--- src/rtl/rv_pipe_pkg.sv ---
// Shared pipeline types: EX control bundle, its NOP value and datapath width defaults
// used by the decoder, the ID/EX register and the forwarding unit.
package rv_pipe_pkg;

  localparam int XLEN   = 64;
  localparam int REG_AW = 5;

  typedef struct packed {
    logic       alusrc;
    logic       reg_write;
    logic       mem_read;
    logic       mem_write;
    logic [3:0] aluop;
    logic [2:0] immset;
  } ctrl_t;

  localparam ctrl_t CTRL_NOP = ctrl_t'(10'd0);

  // An invalid slot must never carry live control into EX.
  function automatic ctrl_t gate_ctrl(input ctrl_t c, input logic valid);
    gate_ctrl = valid ? c : CTRL_NOP;
  endfunction

endpackage

--- src/rtl/id_ex_stage_reg_load_use_detect.sv ---
// Load-use hazard detector: a load in EX whose destination feeds a source that the
// instruction in ID actually reads. x0 never counts as a dependency.
module load_use_detect #(
  parameter int REG_AW = 5
) (
  input  logic              e_valid,
  input  logic              e_mem_read,
  input  logic [REG_AW-1:0] e_rd,
  input  logic              id_valid,
  input  logic [REG_AW-1:0] id_rs1,
  input  logic [REG_AW-1:0] id_rs2,
  input  logic              id_use_rs1,
  input  logic              id_use_rs2,
  output logic              load_use
);

  logic w_hit_rs1;
  logic w_hit_rs2;

  assign w_hit_rs1 = id_use_rs1 & (e_rd == id_rs1);
  assign w_hit_rs2 = id_use_rs2 & (e_rd == id_rs2);
  assign load_use  = e_valid & e_mem_read & (e_rd != {REG_AW{1'b0}}) & id_valid
                   & (w_hit_rs1 | w_hit_rs2);

endmodule

--- src/rtl/id_ex_stage_reg.sv ---
// ID->EX pipeline register with load-use bubble insertion and stall_D back-pressure.
// Optional event counters are built only when ID_EX_PERF_EN is defined.
module id_ex_stage_reg #(
  parameter int XLEN   = rv_pipe_pkg::XLEN,
  parameter int REG_AW = rv_pipe_pkg::REG_AW,
  parameter int CNT_W  = 32
) (
  input  logic              clk,
  input  logic              rst_n,
  input  logic              id_valid,
  input  logic [XLEN-1:0]   id_pc,
  input  logic [REG_AW-1:0] id_rs1,
  input  logic [REG_AW-1:0] id_rs2,
  input  logic              id_use_rs1,
  input  logic              id_use_rs2,
  input  logic [REG_AW-1:0] id_rd,
  input  logic [XLEN-1:0]   id_rdata1,
  input  logic [XLEN-1:0]   id_rdata2,
  input  logic [XLEN-1:0]   id_imm,
  input  logic [2:0]        id_immset,
  input  logic [3:0]        id_aluop,
  input  logic              id_alusrc,
  input  logic              id_reg_write,
  input  logic              id_mem_read,
  input  logic              id_mem_write,
  input  logic              flush_E,
  input  logic              hold_E,
  output logic              validE,
  output logic [XLEN-1:0]   pcE,
  output logic [REG_AW-1:0] rs1_out,
  output logic [REG_AW-1:0] rs2_out,
  output logic [REG_AW-1:0] rd_outE,
  output logic [XLEN-1:0]   rdata1E,
  output logic [XLEN-1:0]   rdata2E,
  output logic [XLEN-1:0]   immE,
  output logic [2:0]        immsetE,
  output logic [3:0]        aluopE,
  output logic              ALUsrcE,
  output logic              reg_writeE,
  output logic              mem_readE,
  output logic              mem_writeE,
  output logic              stall_D,
  output logic [CNT_W-1:0]  perf_bubbles,
  output logic [CNT_W-1:0]  perf_flushes
);
  import rv_pipe_pkg::*;

  logic              r_valid;
  logic [XLEN-1:0]   r_pc;
  logic [REG_AW-1:0] r_rs1;
  logic [REG_AW-1:0] r_rs2;
  logic [REG_AW-1:0] r_rd;
  logic [XLEN-1:0]   r_rdata1;
  logic [XLEN-1:0]   r_rdata2;
  logic [XLEN-1:0]   r_imm;
  ctrl_t             r_ctrl;

  logic  w_load_use;
  ctrl_t w_id_ctrl;

  load_use_detect #(.REG_AW(REG_AW)) u_lud (
    .e_valid    (r_valid),
    .e_mem_read (r_ctrl.mem_read),
    .e_rd       (r_rd),
    .id_valid   (id_valid),
    .id_rs1     (id_rs1),
    .id_rs2     (id_rs2),
    .id_use_rs1 (id_use_rs1),
    .id_use_rs2 (id_use_rs2),
    .load_use   (w_load_use)
  );

  assign w_id_ctrl = gate_ctrl({id_alusrc, id_reg_write, id_mem_read, id_mem_write,
                                id_aluop, id_immset}, id_valid);

  // A flush overrides any stall request; nothing is stalled while in reset.
  assign stall_D = rst_n & ~flush_E & (hold_E | w_load_use);

  // Stage register: reset, flush bubble, hold, load-use bubble, else load from ID.
  always_ff @(posedge clk) begin
    if (!rst_n || flush_E || (!hold_E && w_load_use)) begin
      r_valid  <= 1'b0;
      r_pc     <= {XLEN{1'b0}};
      r_rs1    <= {REG_AW{1'b0}};
      r_rs2    <= {REG_AW{1'b0}};
      r_rd     <= {REG_AW{1'b0}};
      r_rdata1 <= {XLEN{1'b0}};
      r_rdata2 <= {XLEN{1'b0}};
      r_imm    <= {XLEN{1'b0}};
      r_ctrl   <= CTRL_NOP;
    end else if (!hold_E) begin
      r_valid  <= id_valid;
      r_pc     <= id_pc;
      r_rs1    <= id_rs1;
      r_rs2    <= id_rs2;
      r_rd     <= id_rd;
      r_rdata1 <= id_rdata1;
      r_rdata2 <= id_rdata2;
      r_imm    <= id_imm;
      r_ctrl   <= w_id_ctrl;
    end
  end

  assign validE     = r_valid;
  assign pcE        = r_pc;
  assign rs1_out    = r_rs1;
  assign rs2_out    = r_rs2;
  assign rd_outE    = r_rd;
  assign rdata1E    = r_rdata1;
  assign rdata2E    = r_rdata2;
  assign immE       = r_imm;
  assign immsetE    = r_ctrl.immset;
  assign aluopE     = r_ctrl.aluop;
  assign ALUsrcE    = r_ctrl.alusrc;
  assign reg_writeE = r_ctrl.reg_write;
  assign mem_readE  = r_ctrl.mem_read;
  assign mem_writeE = r_ctrl.mem_write;

`ifdef ID_EX_PERF_EN
  logic [CNT_W-1:0] r_bubbles;
  logic [CNT_W-1:0] r_flushes;

  // Saturating event counters for flush and load-use bubbles.
  always_ff @(posedge clk) begin
    if (!rst_n) begin
      r_bubbles <= {CNT_W{1'b0}};
      r_flushes <= {CNT_W{1'b0}};
    end else if (flush_E) begin
      if (r_flushes != {CNT_W{1'b1}}) r_flushes <= r_flushes + {{(CNT_W-1){1'b0}}, 1'b1};
    end else if (!hold_E && w_load_use) begin
      if (r_bubbles != {CNT_W{1'b1}}) r_bubbles <= r_bubbles + {{(CNT_W-1){1'b0}}, 1'b1};
    end
  end

  assign perf_bubbles = r_bubbles;
  assign perf_flushes = r_flushes;
`else
  assign perf_bubbles = {CNT_W{1'b0}};
  assign perf_flushes = {CNT_W{1'b0}};
`endif

endmodule

--- config.mk ---
export PLATFORM = sky130hd
export DESIGN_NAME = id_ex_stage_reg
export DESIGN_NICKNAME = d
export VERILOG_FILES = /design/src/rtl/rv_pipe_pkg.sv /design/src/rtl/id_ex_stage_reg_load_use_detect.sv /design/src/rtl/id_ex_stage_reg.sv
export SDC_FILE = /design/constraint.sdc
export NUM_CORES = 1
export LEC_CHECK = 0
export BUFFER_PORTS_ARGS = -buffer_cell sky130_fd_sc_hd__buf_2
export CORE_AREA = 2 2 248 250
export DETAILED_ROUTE_END_ITERATION = 6
export DIE_AREA = 0 0 250 252
export PLACE_DENSITY_LB_ADDON = 0.3
export REMOVE_ABC_BUFFERS = 1
export SLEW_MARGIN = 20
export SYNTH_ARGS = -nofsm -noshare
export SYNTH_HDL_FRONTEND = slang
export SYNTH_SLANG_ARGS = --single-unit
--- constraint.sdc ---
create_clock -name clk -period 4.7 [get_ports clk]
set_clock_uncertainty 0.05 [all_clocks]
set_input_delay 0.705 -clock clk [delete_from_list [all_inputs] [get_ports clk]]
set_output_delay 0.705 -clock clk [all_outputs]
set_load 0.03 [all_outputs]
==> impl_metrics.env, run 1 <==
export IMPL_placed_area_mm2=0.0152
export IMPL_numPortBuffers=572
export IMPL_critPathTopFamily="compound AO/OA/AOI/OAI gates"
export IMPL_end_kind="output pin"
export IMPL_setup_viol_count_final=0
export IMPL_grt_total_usage=0.126
export IMPL_synthTopCellsByArea="dfxtp_1 (47%), a32oi_1 (20%), o21ai_0 (8.9%)"
export IMPL_worstRegToRegCells=6
export IMPL_antenna_found_initial=1
export IMPL_drive_gt1_frac=0.342
export IMPL_finish_instance_area_mm2=0.0163
export IMPL_worstPathCellList="xnor2_1, nand4_1, o22ai_4, a21o_1, buf_2"
export IMPL_hold_start="id_rdata1[20]"
export IMPL_grt_pass1_vias=11300
export IMPL_period_share=0.703
export IMPL_whs_endpoint="rdata1E[20]"
export IMPL_pin_count=637
export IMPL_path_class="reg -> out"
export IMPL_hold_path_depth=3
export IMPL_path_clk_slew_ns=0.06
export IMPL_wl_per_cell_um=16.2
export IMPL_layout_nets=2142
export IMPL_rsz0062_at_grt="false"
export IMPL_dp_hpwl_um=28600
export IMPL_synthCells=1389
export IMPL_wl_um=43100
export IMPL_max_slew_margin=0.387
export IMPL_status="finished clean"
export IMPL_die_w_um=250
export IMPL_worstMarginPinSlew_ns=0.919
export IMPL_cts_tree="yes"
export IMPL_ys_ff_latch=283
export IMPL_leakage_uw=0.00684
export IMPL_start_util=0.200
export IMPL_drtIter0Drc=770
export IMPL_ir_drop_uv=207
export IMPL_drtPass1Iterations=5
export IMPL_crit_buf_inv=1
export IMPL_drc=0
export IMPL_cts_resized=0
export IMPL_die_h_um=252
export IMPL_grt_max_degree=199
export IMPL_tns_ns=0
export IMPL_post_cts_buffers=0
export IMPL_dieArea_mm2=0.0630
export IMPL_synth_distinct_cells=21
export IMPL_startpoint_type="flip-flop"
export IMPL_final_cell_mix="buf_2 (572), dfxtp_1 (283), nand2_1 (274)"
export IMPL_crit_fanout=16
export IMPL_layout_commonest_cell="buf_2"
export IMPL_slowest_delay_ns=0.67
export IMPL_fmax_mhz=303
export IMPL_cp_slowest_cell="o22ai_4"
export IMPL_avgSynthCellArea_um2=8.67
export IMPL_antenna_left=0
export IMPL_hold_path_class="in -> reg"
export IMPL_synth_top_cell_area_share=0.470
export IMPL_cts_hold_buf=0
export IMPL_worstPathArrival_ns=2.55
export IMPL_yosysSeqAreaShare=0.470
export IMPL_tritoncts_num_buffers=34
export IMPL_regToRegSetupSlack_ns=2.10
export IMPL_max_cap_viol_count=0
export IMPL_syn_area_mm2=0.0120
export IMPL_fin_util=0.271
export IMPL_fin_crit_ns=3.30
export IMPL_grt_pass1_wl_um=65000
export IMPL_via_per_inst=4.70
export IMPL_core_mm2=0.0601
export IMPL_drv_slew=0
export IMPL_finalHoldViolCount=0
export IMPL_clockBufferDepth=3
export IMPL_cts_htree_levels=2
export IMPL_pwr_density_cell_mw_per_mm2=382
export IMPL_cts_root_buf="clkbuf_16"
export IMPL_crit_required_ns=3.94
export IMPL_r2r_end="rdata1E[48]"
export IMPL_ys_warn_count=0
export IMPL_r2r_start="rd_outE[0]"
export IMPL_syn2layout_area_growth_pct=35.4
export IMPL_gp_congestion=0.781
export IMPL_clock_latency_ns=0.52
export IMPL_clock_sinks=283
export IMPL_vias=12500
export IMPL_grt_overflow=0
export IMPL_rows=90
export IMPL_synth_top_area_cell="dfxtp_1"
-- layer usage --
| metal | GRT usage | vias to the layer above | wire length [um] |
|---|---|---|---|
| met1 | 0.152 | 5882 | 17300 |
| met3 | 0.0358 | 72 | 3340 |
| met4 | 0.0459 | 0 | 1200 |
| met5 | 0 | - | 0 |
| met2 | 0.212 | 503 | 21300 |
| li1 | - | 6031 | - |
-- final cells by class --
class,count,area [um^2]
clock buffer,57,1100
tap,782,978
antenna,1,2.50
multi-input combinational,946,5460
timing repair buffer,588,3100
clock inverter,2,10.0
sequential,283,5670
fill,6565,43800
-- synthesized netlist by cell type --
cell / number
buf_2: 3
nand3_1: 11
nand4_1: 2
nor3b_1: 2
clkbuf_1: 120
xnor2_1: 10
buf_4: 92
and3b_1: 1
o21ai_2: 1
o22ai_1: 1
a21o_1: 1
dfxtp_1: 283
conb_1: 1
a32oi_1: 272
and3_1: 12
o21ai_1: 69
nand2_1: 274
buf_1: 8
o21ai_0: 214
a22oi_1: 11
or4_1: 1
-- report_power, final --
part	switching (uW)	internal [uW]	leakage [uW]	total [uW]
logic	694	294	0.00397	988
registers	82.3	2550	0.00233	2630
clock network	1030	1590	0.000547	2620
total	1810	4430	0.00684	6240
-- sequential cells by signal, indices dropped and copies added, names as in the netlist, 3 cells and up --
signal and flops:
rs1_out 5, rdata2E 64, immsetE 3, rs2_out 5
pcE 64, rdata1E 64, aluopE 4, rd_outE 5
immE 64
-- cell families after synthesis --
logic type             count (synthesis)  share of synthesized area
AO/OA/AOI/OAI                        569                      0.324
XOR/XNOR                              10                    0.00727
other                                  1                   0.000311
buffers and inverters                223                     0.0984
AND/OR/NAND/NOR                      303                     0.0998
flip-flops                           283                      0.470
-- per-stage QoR --
stage	total power (uW)	hold slack [ns]	cells	setup WS, ns
global route	6520	0.339	2659	1.22
finish	6240	0.370	2659	1.40
floorplan	3400	0.608	1229	-27.71
detailed placement	3670	0.400	2599	1.54
global placement	3660	0.391	2599	1.53
CTS	6350	0.320	2658	1.27
-- worst reg2reg max path, stage by stage (launching register included) --
cell	delay, ns
dfxtp_1	0.39
or4_1	0.59
o21ai_4	0.29
buf_4	0.22
buf_12	0.52
a32oi_1	0.35
o21ai_0	0.12
-- how the worst max path moves through the flow --
stage                from  endpoint  slack (ns)  cells past startpoint
6_report       rd_outE[3]   stall_D        1.40                      5
5_1_grt        rd_outE[3]   stall_D        1.22                      5
4_1_cts        rd_outE[3]   stall_D        1.27                      5
3_5_place_dp    id_rs2[2]   stall_D        1.54                      6
3_3_place_gp    id_rs2[2]   stall_D        1.53                      6
2_1_floorplan      hold_E  immE[15]      -27.71                      3
No activity file was read; power rests on OpenSTA's default activity.
==> run 2: changes to the inputs <==
--- a/config.mk
+++ b/config.mk
@@ -5,10 +5,11 @@
 export SDC_FILE = /design/constraint.sdc
 export NUM_CORES = 1
 export LEC_CHECK = 0
+export ABC_AREA = 1
 export BUFFER_PORTS_ARGS = -buffer_cell sky130_fd_sc_hd__buf_2
-export CORE_AREA = 2 2 248 250
+export CORE_AREA = 2 2 246 248
 export DETAILED_ROUTE_END_ITERATION = 6
-export DIE_AREA = 0 0 250 252
+export DIE_AREA = 0 0 248 250
 export PLACE_DENSITY_LB_ADDON = 0.3
 export REMOVE_ABC_BUFFERS = 1
 export SLEW_MARGIN = 20
==> constraint.sdc (replaced) <==
create_clock -name clk -period 2.65 [get_ports clk]
set_clock_uncertainty 0.05 [all_clocks]
set_input_delay 0.3975 -clock clk [delete_from_list [all_inputs] [get_ports clk]]
set_output_delay 0.3975 -clock clk [all_outputs]
set_load 0.03 [all_outputs]
==> run 2 against run 1 <==
Against the previous run: routed wire length shrank 25%; global-route usage fell by 2.7 points; clock power grew 81%; sequential power rose by 70%; count of clock-buffer cells in the layout shrank 10; critical path depth increased by 4; synthesized cell count shrank 24%; critical path type unchanged; largest cell class unchanged.
==> impl_metrics.env, run 2 <==
export IMPL_hold_path_depth=3
export IMPL_drc=0
export IMPL_finalWorstSetupSlack_ns=0.207
export IMPL_hold_path_class="in -> reg"
export IMPL_ir_drop_uv=427
export IMPL_synth_distinct_cells=17
export IMPL_synth_ff_type="dfxtp_1"
export IMPL_worstRegToRegCells=11
export IMPL_cp_slowest_cell="dfxtp_1"
export IMPL_worstPathCellList="inv_2, nand2_1, nand2_1, nor2_1, nand3_1, nand2_1, nand2_1, a21boi_1, buf_2"
export IMPL_final_cell_mix="buf_2 (571), nor2_1 (302), dfxtp_1 (283)"
export IMPL_crit_required_ns=2.20
export IMPL_cts_tree="yes"
export IMPL_vias=9011
export IMPL_layoutNonFillerInstCount=2432
export IMPL_seqPwrFrac=0.424
export IMPL_grt_max_degree=76
export IMPL_leakage_uw=0.00808
export IMPL_layout_commonest_cell="buf_2"
export IMPL_antenna_left=0
export IMPL_drtIter0Drc=234
export IMPL_grt_pass1_wl_um=48100
export IMPL_whs_endpoint="immE[0]"
export IMPL_die_h_um=250
export IMPL_avgSynthCellArea_um2=10.1
export IMPL_path_class="reg -> out"
export IMPL_synth_top_cell_area_share=0.531
export IMPL_synthCells=1054
export IMPL_core_mm2=0.0596
export IMPL_end_kind="output pin"
export IMPL_placed_cells=2372
export IMPL_synth_most_common_cell="nor2_1"
export IMPL_syn_area_mm2=0.0107
export IMPL_wl_per_cell_um=13.3
export IMPL_slowest_delay_ns=0.47
export IMPL_drive_gt1_frac=0.400
export IMPL_r2r_start="rd_outE[4]"
export IMPL_status="finished clean"
export IMPL_clockBufferDepth=3
export IMPL_seq_area_mm2=0.00567
export IMPL_crit_fanout=6
export IMPL_dieArea_mm2=0.0620
export IMPL_wl_um=32400
export IMPL_post_cts_buffers=0
export IMPL_fin_util=0.258
export IMPL_numPortBuffers=572
export IMPL_syn2layout_area_growth_pct=44.0
export IMPL_cts_hold_buf=0
export IMPL_grt_total_usage=0.0982
export IMPL_max_cap_viol_count=0
export IMPL_cts_root_buf="clkbuf_16"
export IMPL_ys_warn_count=0
export IMPL_antenna_found_initial=2
export IMPL_fin_crit_ns=2.44
export IMPL_pre_cts_ws_ns=0.625
export IMPL_pwr_density_cell_mw_per_mm2=687
export IMPL_path_clk_slew_ns=0.06
export IMPL_multi_input_area_mm2=0.00429
export IMPL_layout_nets=1915
export IMPL_ys_ff_latch=283
export IMPL_fillCellCount=6490
export IMPL_p_comb_frac=0.127
export IMPL_p_sw_uw=2710
export IMPL_rsz0062_at_grt="false"
export IMPL_rows=90
export IMPL_drv_slew=0
export IMPL_start_util=0.179
export IMPL_grt_pass1_vias=8880
export IMPL_synth_edf_count=0
export IMPL_async_reset_ff_frac=0
export IMPL_finalHoldViolCount=0
export IMPL_drtPass1Iterations=4
export IMPL_synth_top_area_cell="dfxtp_1"
export IMPL_startpoint_type="flip-flop"
export IMPL_die_w_um=248
export IMPL_clock_latency_ns=0.52
export IMPL_via_per_inst=3.71
export IMPL_cpMostUsedCell="nand2_1"
export IMPL_clock_sinks=283
export IMPL_gp_congestion=0.808
export IMPL_r2r_end="immE[10]"
export IMPL_grt_overflow=0
export IMPL_cts_htree_levels=2
export IMPL_period_share=0.922
export IMPL_placed_area_mm2=0.0142
export IMPL_fmax_mhz=409
export IMPL_pin_count=637
export IMPL_finish_instance_area_mm2=0.0154
export IMPL_synthTopCellsByCount="nor2_1 (302), dfxtp_1 (283), mux2i_1 (262), buf_4 (93), nand2_1 (31)"
export IMPL_worstPathArrival_ns=2.00
export IMPL_power_total_uw=10500
export IMPL_dp_hpwl_um=25000
export IMPL_tritoncts_num_buffers=34
export IMPL_p_int_uw=7830
export IMPL_synthTopCellsByArea="dfxtp_1 (53%), mux2i_1 (25%), nor2_1 (11%)"
export IMPL_regToRegSetupSlack_ns=0.66
export IMPL_hold_start="id_imm[0]"
export IMPL_yosysSeqAreaShare=0.531
export IMPL_clock_power_share=0.449
export IMPL_p_sw_frac=0.257
export IMPL_setup_viol_count_final=0
## run 2: kinds of logic (layout without fill, tap and decap cells)
family	count (synthesis)	count (layout)	synth area share
and+or+nand+nor	338	338	0.120
DFF	283	283	0.531
muxes	262	262	0.246
buffers and inverters	147	678	0.0887
AOI/OAI and AO/OA	23	23	0.0138
other	1	66	0.000352
## run 2: critical path, delay by kind of cell (launching register included)
kind | cells | cell delay, ns
compound gates | 1 | 0.23
simple gates | 6 | 0.46
flops | 1 | 0.47
buf+inv | 2 | 0.31
## run 2: through the flow
step / setup TNS [ns] / hold WS [ns]
6_report: 0 / 0.0687
5_1_grt: 0 / 0.0296
4_1_cts: 0 / 0.0257
3_5_place_dp: 0 / 0.439
3_3_place_gp: 0 / 0.432
2_1_floorplan: -887.22 / 0.501
## run 2: power groups by stage
| stage | combinational (uW) | sequential [uW] | clock [uW] |
|---|---|---|---|
| 4_1_cts | 1350 | 4470 | 4940 |
| 5_1_grt | 1440 | 4480 | 5120 |
| 6_report | 1340 | 4470 | 4730 |
| 2_1_floorplan | 506 | 4830 | 0 |
| 3_3_place_gp | 1340 | 4560 | 0 |
| 3_5_place_dp | 1350 | 4560 | 0 |
## run 2: metal layers
layer	vias up	wire length, um	global-route usage
met2	354	16100	0.174
li1	4471	-	-
met5	-	0	0
met3	59	2980	0.0368
met1	4127	12300	0.104
met4	0	1000	0.0399
## run 2: timing repair
action	in CTS	in global routing
endpoints found under the setup margin	0	1
resized for setup	0	1
hold endpoints to repair	0	0
## run 2: cell type report
class,instances,area share
timing repair buffer,602,0.208
clock inverter,11,0.00921
multi-input combinational,687,0.280
sequential,283,0.369
tap,782,0.0637
inverter,18,0.00440
clock buffer,47,0.0654
antenna,2,0.000326
## run 2: worst max-delay path by stage
stage,start,to,slack [ns],cells after the start
after floorplan,rd_outE[3],ALUsrcE,-3.14,9
after global placement,rd_outE[2],stall_D,0.57,9
after detailed placement,id_rs2[0],stall_D,0.62,9
after CTS,rd_outE[4],stall_D,0.07,9
after global routing,rd_outE[4],stall_D,0.06,9
final,rd_outE[4],stall_D,0.21,9
==> run 3: changes to the inputs <==
--- a/config.mk
+++ b/config.mk
@@ -7,12 +7,13 @@
 export LEC_CHECK = 0
 export ABC_AREA = 1
 export BUFFER_PORTS_ARGS = -buffer_cell sky130_fd_sc_hd__buf_2
-export CORE_AREA = 2 2 246 248
+export CORE_AREA = 2 2 247 249
 export DETAILED_ROUTE_END_ITERATION = 6
-export DIE_AREA = 0 0 248 250
+export DIE_AREA = 0 0 249 251
 export PLACE_DENSITY_LB_ADDON = 0.3
 export REMOVE_ABC_BUFFERS = 1
 export SLEW_MARGIN = 20
 export SYNTH_ARGS = -nofsm -noshare
 export SYNTH_HDL_FRONTEND = slang
+export SYNTH_HIERARCHICAL = 1
 export SYNTH_SLANG_ARGS = --single-unit
==> run 3 against run 2 <==
Against the previous run: die area up 0.80%; global-route usage rose by 1.7 points; sequential power is essentially flat; register-to-register slack hardly changed; hold slack better by 0.055 ns; final cell count increased by 23%; first-iteration DRC count up 100%; via count rose by 23%; combinational power increased by 6%; core utilization increased by 1.8 points; sequential cell count unchanged; routed wire length is 17% higher; critical path type unchanged; critical endpoint unchanged; largest power group unchanged.
==> impl_metrics.env, run 3 <==
export IMPL_ys_warn_count=6
export IMPL_cts_resized=0
export IMPL_avgSynthCellArea_um2=7.23
export IMPL_setup_viol_count_final=0
export IMPL_worstMarginPinSlew_ns=0.831
export IMPL_end_kind="output pin"
export IMPL_tritoncts_num_buffers=35
export IMPL_synth_top_area_cell="dfxtp_1"
export IMPL_drive_gt1_frac=0.297
export IMPL_ir_drop_uv=328
export IMPL_grt_overflow=0
export IMPL_regToRegSetupSlack_ns=0.65
export IMPL_wl_per_cell_um=12.6
export IMPL_wl_um=37900
export IMPL_core_mm2=0.0598
export IMPL_syn2layout_area_growth_pct=37.9
export IMPL_cts_hold_buf=0
export IMPL_synth_distinct_cells=18
export IMPL_drv_slew=0
export IMPL_grt_pass1_vias=10400
export IMPL_yosysSeqAreaShare=0.474
export IMPL_placed_area_mm2=0.0153
export IMPL_async_reset_ff_frac=0
export IMPL_layout_commonest_cell="nand2_1"
export IMPL_crit_fanout=6
export IMPL_finish_instance_area_mm2=0.0165
export IMPL_status="finished clean"
export IMPL_power_total_uw=10600
export IMPL_hold_path_class="in -> reg"
export IMPL_vias=11100
export IMPL_r2r_start="rd_outE[2]"
export IMPL_final_cell_mix="nand2_1 (606), buf_2 (571), dfxtp_1 (283), nor2_1 (283), and2_1 (166)"
export IMPL_routed_wl_met2_um=17900
export IMPL_fin_util=0.275
export IMPL_max_slew_margin=0.446
export IMPL_numPortBuffers=572
export IMPL_synth_top_cell_area_share=0.474
export IMPL_pin_count=637
export IMPL_grt_pass1_wl_um=58300
export IMPL_die_w_um=249
export IMPL_synth_most_common_cell="nand2_1"
export IMPL_path_clk_slew_ns=0.06
export IMPL_clock_sinks=283
export IMPL_clockBufferDepth=3
export IMPL_start_util=0.200
export IMPL_cts_htree_levels=2
export IMPL_via_per_inst=3.70
export IMPL_clock_latency_ns=0.53
export IMPL_drc=0
export IMPL_drtIter0Drc=471
export IMPL_dieArea_mm2=0.0625
export IMPL_highest_layer="met5"
export IMPL_pre_cts_ws_ns=0.613
export IMPL_cts_root_buf="clkbuf_16"
export IMPL_rsz0062_at_grt="false"
export IMPL_grt_max_degree=150
export IMPL_fmax_mhz=417
export IMPL_antenna_found_initial=4
export IMPL_rows=90
export IMPL_hold_start="id_aluop[1]"
export IMPL_hold_path_depth=5
export IMPL_path_class="reg -> out"
export IMPL_fin_crit_ns=2.40
export IMPL_synth_ff_type="dfxtp_1"
export IMPL_layout_nets=2480
export IMPL_ys_ff_latch=283
export IMPL_drtPass1Iterations=7
export IMPL_finalHoldViolCount=0
export IMPL_met1_length_um=16100
export IMPL_pwr_density_cell_mw_per_mm2=642
export IMPL_whs_endpoint="aluopE[1]"
export IMPL_grt_total_usage=0.115
export IMPL_synthTopCellsByArea="dfxtp_1 (47%), nand2_1 (19%), nor2_1 (8.9%)"
export IMPL_max_cap_viol_count=0
export IMPL_r2r_end="immE[34]"
export IMPL_synthCells=1651
export IMPL_die_h_um=251
export IMPL_antenna_left=0
export IMPL_wl_met3_um=2920
export IMPL_worstRegToRegCells=11
export IMPL_synth_edf_count=0
export IMPL_synthTopCellsByCount="nand2_1 (606), dfxtp_1 (283), nor2_1 (283), and2_1 (166), and2_0 (106)"
export IMPL_dp_hpwl_um=27400
export IMPL_cts_tree="yes"
export IMPL_worstPathArrival_ns=1.95
export IMPL_period_share=0.906
export IMPL_leakage_uw=0.00789
export IMPL_syn_area_mm2=0.0119
export IMPL_gp_congestion=0.796
export IMPL_finalWorstSetupSlack_ns=0.249
export IMPL_crit_required_ns=2.20
export IMPL_post_cts_buffers=0
export IMPL_startpoint_type="flip-flop"
-- run 3: cell count changes in the layout (fill, tap and decap cells not counted), moves of 3 or more --
| cell | change |
|---|---|
| and2_0 | +106 |
| inv_6 | +3 |
| clkbuf_1 | +4 |
| nand3_1 | +9 |
| a22oi_1 | -11 |
| buf_4 | -4 |
| clkbuf_8 | +5 |
| a21oi_1 | -9 |
| and2_1 | +166 |
| inv_1 | +11 |
| nor2_1 | -19 |
| nand2_1 | +576 |
| mux2i_1 | -262 |
-- run 3: layout make-up --
type / instances / area, um^2
fillers: 6769 / 43300
flip-flops and latches: 283 / 5670
multi-input cells: 1244 / 5390
repair buffers: 599 / 3190
clock buffers: 53 / 1020
well taps: 782 / 978
inverters: 28 / 113
clock inverters: 8 / 104
diodes: 2 / 5.00
-- run 3: per-layer routing --
layer / track usage / up-vias
met5: 0 / -
met4: 0.0379 / 4
met3: 0.0392 / 64
met2: 0.196 / 374
met1: 0.136 / 4817
li1: - / 5852
-- run 3: worst max path at each step --
stage | endpoint | start | cells past startpoint
detailed placement | rdata2E[53] | id_rs1[4] | 12
global route | stall_D | rd_outE[2] | 7
finish | stall_D | rd_outE[2] | 9
CTS | stall_D | rd_outE[2] | 9
floorplan | immE[0] | hold_E | 4
global placement | immE[20] | id_rs1[4] | 12
-- run 3: cells by family after synthesis --
group                  after synthesis  synth area share
flip-flops                         283             0.474
other                                1          0.000314
buffers and inverters              187            0.0946
AO/OA/AOI/OAI                        2           0.00115
AND/OR/NAND/NOR                   1178             0.429
-- run 3: per-stage QoR --
step	cells	setup TNS [ns]	hold slack [ns]
CTS	2997	0	0.0770
finish	2999	0	0.124
detailed placement	2936	0	0.464
floorplan	1555	-1354.34	0.529
global route	2999	0	0.105
global placement	2936	0	0.464
-- run 3: critical path: stages, from the launching register on --
cell     delay, ns
dfxtp_1       0.46
inv_2         0.06
nand2_1       0.06
nand2_1       0.05
nor2_1        0.11
nand3_1       0.10
a21oi_2       0.16
inv_1         0.07
a21oi_1       0.14
buf_2         0.22
-- run 3: power by group --
part / internal (uW) / switching (uW)
Combinational: 500 / 916
Clock: 2860 / 1850
Sequential: 4390 / 65.4
